**config.mk**
```make
export PLATFORM = sky130hd
export DESIGN_NAME = tmr0_prescaler
export DESIGN_NICKNAME = d
export VERILOG_FILES = /design/src/rtl/tmr0_prescaler.sv
export SDC_FILE = /design/constraint.sdc
export NUM_CORES = 1
export LEC_CHECK = 0
export ABC_AREA = 0
export CAP_MARGIN = 20
export CORE_MARGIN = 2
export CORE_UTILIZATION = 52
export CTS_CLUSTER_SIZE = 14
export DETAILED_ROUTE_END_ITERATION = 10
export MAX_ROUTING_LAYER = met4
export PLACE_DENSITY_LB_ADDON = 0.12
export SLEW_MARGIN = 10
export SYNTH_ARGS = -nofsm -noshare
export SYNTH_HDL_FRONTEND = slang
export SYNTH_SLANG_ARGS = --single-unit
```
**constraint.sdc**
```tcl
create_clock -name clk -period 7.75 [get_ports clk]
set_clock_uncertainty 0.1 [all_clocks]
set_input_delay 0.775 -clock clk [delete_from_list [all_inputs] [get_ports clk]]
set_output_delay 0.775 -clock clk [all_outputs]
set_load 0.01 [all_outputs]
```
**src/rtl/tmr0_prescaler.sv**
```systemverilog
// Timer0 (RTCC) for the PIC16C5x: OPTION register, 8-bit prescaler, 8-bit TMR0.
// Define TMR0_OVF_FLAG_EN to build the sticky overflow flag (ovfFlag/ovfClr).
module tmr0_prescaler #(
    parameter int         TMR0_WIDTH = 8,
    parameter int         PRE_WIDTH  = 8,
    parameter logic [5:0] OPT_RST    = 6'h3F
) (
    input  logic                  clk,
    input  logic                  rst_n,
    input  logic                  cycleTick,
    input  logic                  t0cki,
    input  logic                  optionWe,
    input  logic [5:0]            optionIn,
    input  logic                  tmr0We,
    input  logic [TMR0_WIDTH-1:0] tmr0In,
    input  logic                  ovfClr,
    output logic [TMR0_WIDTH-1:0] tmr0Out,
    output logic [5:0]            optionOut,
    output logic                  tmr0Ovf,
    output logic                  ovfFlag
);

    logic [5:0]            opt_q, opt_d;
    logic [PRE_WIDTH-1:0]  pre_q, pre_d;
    logic [TMR0_WIDTH-1:0] tmr_q, tmr_d;
    logic [1:0]            inh_q, inh_d;
    logic                  ovf_q, ovf_d;
    logic                  s1_q, s2_q, s3_q;

    logic                  t0cs, t0se, psa;
    logic [2:0]            ps;
    logic [PRE_WIDTH-1:0]  mask;
    logic                  pin_ev, ev, tick;

    assign t0cs = opt_q[5];
    assign t0se = opt_q[4];
    assign psa  = opt_q[3];
    assign ps   = opt_q[2:0];

    // Third stage only provides edge history; the synced level is s2_q.
    assign pin_ev = t0se ? (s3_q & ~s2_q) : (s2_q & ~s3_q);
    assign ev     = t0cs ? pin_ev : cycleTick;
    assign mask   = PRE_WIDTH'((32'd2 << ps) - 32'd1);

    always_comb begin
        opt_d = opt_q;
        pre_d = pre_q;
        tmr_d = tmr_q;
        inh_d = inh_q;
        ovf_d = 1'b0;
        tick  = 1'b0;
        if (psa) begin
            tick  = ev;
            pre_d = '0;
        end else begin
            tick = ev && ((pre_q & mask) == mask);
            if (ev) begin
                pre_d = pre_q + PRE_WIDTH'(1);
            end
        end
        if (tmr0We || optionWe) begin
            pre_d = '0;
        end
        if (optionWe) begin
            opt_d = optionIn;
        end
        if (tmr0We) begin
            tmr_d = tmr0In;
            inh_d = 2'd2;
        end else if (tick) begin
            if (inh_q != 2'd0) begin
                inh_d = inh_q - 2'd1;
            end else begin
                tmr_d = tmr_q + TMR0_WIDTH'(1);
                ovf_d = (tmr_q == '1);
            end
        end
    end

    always_ff @(posedge clk or negedge rst_n) begin
        if (!rst_n) begin
            opt_q <= OPT_RST;
            pre_q <= '0;
            tmr_q <= '0;
            inh_q <= 2'd0;
            ovf_q <= 1'b0;
            s1_q  <= 1'b0;
            s2_q  <= 1'b0;
            s3_q  <= 1'b0;
        end else begin
            opt_q <= opt_d;
            pre_q <= pre_d;
            tmr_q <= tmr_d;
            inh_q <= inh_d;
            ovf_q <= ovf_d;
            s1_q  <= t0cki;
            s2_q  <= s1_q;
            s3_q  <= s2_q;
        end
    end

    assign tmr0Out   = tmr_q;
    assign optionOut = opt_q;
    assign tmr0Ovf   = ovf_q;

`ifdef TMR0_OVF_FLAG_EN
    logic flag_q, flag_d;

    // Setting covers both the pulse edge and the pulse clk so a clear cannot race it.
    always_comb begin
        flag_d = flag_q;
        if (ovf_d || ovf_q) begin
            flag_d = 1'b1;
        end else if (ovfClr) begin
            flag_d = 1'b0;
        end
    end

    always_ff @(posedge clk or negedge rst_n) begin
        if (!rst_n) begin
            flag_q <= 1'b0;
        end else begin
            flag_q <= flag_d;
        end
    end

    assign ovfFlag = flag_q;
`else
    logic unused_clr;
    assign unused_clr = ovfClr;
    assign ovfFlag    = 1'b0;
`endif

endmodule
```
# Word level (Yosys, flattened, before mapping)
# Cells that the tools add are included.
[totals]
regBits = 28
inputBits = 21
wordCells = 44
[op_classes]
add_sub_neg = 4
eq_ne = 3
shift = 1
muxes = 15
bitwise = 5
n_reduce_logical = 8
[ops]
columns = ["cell", "n"]
rows = [
  ["$mux W8", 6],
  ["$add A8 B1 Y8 const B", 2],
  ["$and A8 B8 Y8", 1],
  ["$eq A8 B8 Y1", 1],
  ["$eq A8 B8 Y1 const B", 1],
  ["$shl A2 B3 Y8 const A", 1],
  ["$sub A8 B1 Y8 const B", 1],
  ["$mux W1", 6],
  ["$mux W2", 3],
  ["$reduce_bool A2 Y1", 3],
  ["$reduce_and A2 Y1", 2],
  ["$reduce_bool A3 Y1", 1],
  ["$and A1 B1 Y1", 2],
  ["$ne A2 B2 Y1 const B", 1],
  ["$not A1 Y1", 2],
  ["$sub A2 B1 Y2 const B", 1],
  ["$logic_and A1 B1 Y1", 1],
  ["$logic_or A1 B1 Y1", 1],
]

# Depth between registers and ports, before layout
[logic_depth]
word_depth = 8
mapped_depth = 10
ltp_nobuf = 9

# Worst setup path after synthesis
# Ideal clock, no wire load.
[synth_timing]
kind = "register to register"
startpoint = "reg opt_q[2] (netlist: optionOut[2])"
endpoint = "reg tmr_q[7] (netlist: tmr0Out[7])"
setup_ns = 0.136
t_arrival_ns = 2.238
required_ns = 7.514
setup_slack_ns = 5.276
stages_incl_launch_ff = 11
period_less_slack_ns = 2.474
path_cell_list = "dfstp_2 -> nor3_1 -> inv_1 -> ha_1 -> nor2b_1 -> mux2_4 -> a311oi_1 -> a32oi_2 -> buf_6 -> o311ai_4 -> o211ai_1"
[synth_between]
elab_chain_cells = 8
[synth_lines]
columns = ["item", "line", "source"]
rows = [
  ["from (decl)", "23", "logic [5:0] opt_q, opt_d;"],
  ["from (signal assigned)", "91", "opt_q <= opt_d;"],
  ["$shl A2 B3 Y8 (*)", "43", "assign mask = PRE_WIDTH'((32'd2 << ps) - 32'd1);"],
  ["$sub A8 B1 Y8 (*)", "43", ""],
  ["$and A8 B8 Y8", "56", "tick = ev && ((pre_q & mask) == mask);"],
  ["$eq A8 B8 Y1 (*)", "56", ""],
  ["$logic_and A1 B1 Y1 (*)", "56", ""],
  ["$mux W1 (*)", "52", "if (psa) begin"],
  ["$reduce_bool A2 Y1 (no source line) (*)", "n/a", ""],
  ["$reduce_and A2 Y1 (no source line) (*)", "n/a", ""],
  ["to (signal assigned)", "93", "tmr_q <= tmr_d;"],
  ["to (decl)", "25", "logic [TMR0_WIDTH-1:0] tmr_q, tmr_d;"],
]
# Mark *: on every way between the ends. The rest lies on a longest branch, timed or not.
# A chain may end at the register's enable or synchronous reset.

# Worst setup path in the final report
[layout_timing]
startpoint = "reg opt_q[2] (netlist: optionOut[2])"
endpoint = "reg tmr_q[3] (netlist: tmr0Out[3])"
# The elaborated chain is that of the path after synthesis.

==> reports/qor.txt <==
Flops & latches, synth = 28
Min Tclk post-route = 2.834 ns
CTS Buffer Depth = 2
Die Area = 3341 um2
Run status = complete, no violations
Worst-path fanout max = 15
Crit share post-route = 36.57%
CTS Buf Count = 3
Overflow after GRT = 0
Root Driver = clkbuf_4
Synth Instances = 145
Setup violation total in the final timing report = 0
TritonCTS clock tree = done
Placer Congestion = 0.8308
Setup Crit Path Kind = reg2reg
Final WL = 3129 um
Main synth FF type = dfrtp_1
HPWL Detailed = 2377 um
Slew margin rel. = 48.52%
CP Capture Type = register
First-pass GRT wire length = 5333 um
Worst hold path cell count = 0
Num rows = 19
Area Growth Syn to Fin = 26.10%
Syn_nets = 170
Filler cells = 227
Sink Count = 28
Clk_lat worst skew = 0.32 ns
Setup TNS = 0 ns
Routed length per instance = 14.90 um
IO Port Bufs = 34
Setup Buffers After CTS = 0
Maximum VDD drop = 0.0001214 V
Static Leak = 0.0007727 uW
Worst hold-check path type = reg2reg
Core area = 2758 um2
Drc violations = 0
Avg Cell Area, Syn = 10.38 um2
Slack of the critical path = 4.916 ns
TritonRoute pass-1 iters = 4
Max-cap violation count = 0
Die Ht = 57.80 um
PostCTS Resize Cnt = 0
Synth cell types = 45
RSZ-0062 raised after global routing = false
Place WS = 4.841 ns
R2R cell count = 9
Initial core utilization = 54.58%
Ys Warns = 0
GRT Overall Usage = 21.12%
Final-report hold violation count = 0
N_diodes = 0
Vias in the first global route = 1168
Chip width = 57.80 um
EDFF count, synth = 0
Fin. max-slew vios = 0
IO Pins = 37
FFs w/ async S/R, synth = 100.0%
Required @ worst endpoint = 7.90 ns
Initial antenna violation count = 0
Vias = 1225
Slew of the pin with the lowest slew margin = 0.7722 ns
Crit start category = register
Hold Buf Count CTS = 0
Layout cell share with drive strength beyond 1 = 12.85%
PD cells = 165.7 nW/um2
1st-iter DRT viols = 29
Clock-pin slew on the worst setup and hold paths = 0.15 ns
Mapped Area = 1505 um2
Vias/cell = 5.833
Sequential fraction of the synthesis area = 47.05%
H-tree levels = 1
Largest net degree at the start of global routing = 29
Worst Path Arrival = 2.99 ns
Antenna-violating nets left = 0
Fmax = 352.8 MHz
Fin nets = 205
## cell usage in the layout (no fill, tap or decap), drive strengths merged, types with 2 or more instances in the layout
cell,synthesis,routed
mux2i,2,2
nand4,2,2
clkdlybuf4s50,0,34
mux2,8,8
a31oi,7,7
xor2,6,6
dfrtp,22,22
o211ai,2,2
a32oi,2,2
o21ai,7,7
a311oi,2,2
nand2,11,11
inv,6,6
or3,6,6
clkbuf,3,4
nand3,5,5
nor2,19,19
xnor2,3,3
and3,2,2
ha,4,4
or2,2,2
dfstp,6,6
## metal layers
metal | up-vias | global-route usage, % | share of wire [%] | routed length, um
met1 | 597 | 28.03 | 45 | 1416
met5 | - | - | 0 | 0
li1 | 584 | - | - | -
met3 | 2 | 2.009 | 4.4 | 137
met4 | 0 | 7.973 | 0.32 | 10
met2 | 42 | 33.77 | 50 | 1564
## stage by stage
step | util, % | area, um2 | hold slack, ns | std cells | total power (uW)
after floorplan | - | 1505 | 0.2312 | 145 | 211.1
after global placement | 67.51 | 1862 | 0.2367 | 206 | 242.9
after detailed placement | 67.51 | 1862 | 0.2373 | 206 | 247.2
after CTS | 68.83 | 1898 | 0.2704 | 210 | 317.9
after global routing | 68.83 | 1898 | 0.2762 | 210 | 330.7
final | 68.83 | 1898 | 0.2673 | 210 | 314.5
## path summary, 6_finish.rpt
check	from	endpoint	slack [ns]
worst max register to register	optionOut[2]	tmr0Out[3]	4.92
max in group asynchronous	rst_n	optionOut[0]	6.53
worst max-delay path	optionOut[2]	tmr0Out[3]	4.92
worst min-delay path	s1_q	s2_q	0.27
min in group asynchronous	rst_n	tmr0Out[7]	0.70
worst min register to register	s1_q	s2_q	0.27
## power by group
part | switching [uW] | internal, uW | total (uW)
logic | 33.0 | 40.3 | 73.3
clock network | 41.5 | 28.7 | 70.3
registers | 12.5 | 158 | 171
total | 87.0 | 227 | 315
## state kept, by name, indices dropped and copies added (netlist names)
register   flops
s2_q           1
s3_q           1
tmr0Ovf        1
s1_q           1
inh_q          2
optionOut      6
tmr0Out        8
pre_q          8
## cell type report
cell class	count	area [um2]	area share, %
Multi-Input combinational cell	106	744.5	39.22
Sequential cell	28	708.2	37.31
Timing Repair Buffer	35	347.8	18.33
Tap cell	31	38.79	2.044
Clock buffer	4	36.28	1.912
Inverter	6	22.52	1.187
## synthesized netlist by cell type (all sizes together) (3+ instances only)
| cell | count | area (um2) |
|---|---|---|
| dfstp | 6 | 157.7 |
| ha | 4 | 50.05 |
| a31oi | 7 | 58.81 |
| o21ai | 7 | 35.03 |
| xor2 | 6 | 52.55 |
| nand3 | 5 | 25.02 |
| nor2 | 19 | 71.32 |
| or3 | 6 | 37.54 |
| nand2 | 11 | 41.29 |
| dfrtp | 22 | 550.5 |
| clkbuf | 3 | 11.26 |
| mux2 | 8 | 93.83 |
| xnor2 | 3 | 26.28 |
| inv | 6 | 22.52 |
## worst max-delay path, cell delays in order (launching register included)
cell      delay, ns
dfstp_2        0.44
nor3_1         0.25
inv_1          0.08
ha_1           0.25
nor2b_1        0.15
mux2_4         0.28
a311oi_1       0.32
a32oi_2        0.27
or3_1          0.45
a31oi_1        0.19
## cell families after synthesis
group                      share of synthesized area [%]
muxes                                              7.564
AOI/OAI and AO/OA                                  14.13
buffers and inverters                              3.491
adders and majority gates                          3.325
and+or+nand+nor                                    18.95
other                                             0.2491
xor gates and xnor gates                           5.237
DFF                                                47.05
No activity file was read; power rests on OpenSTA's default activity.
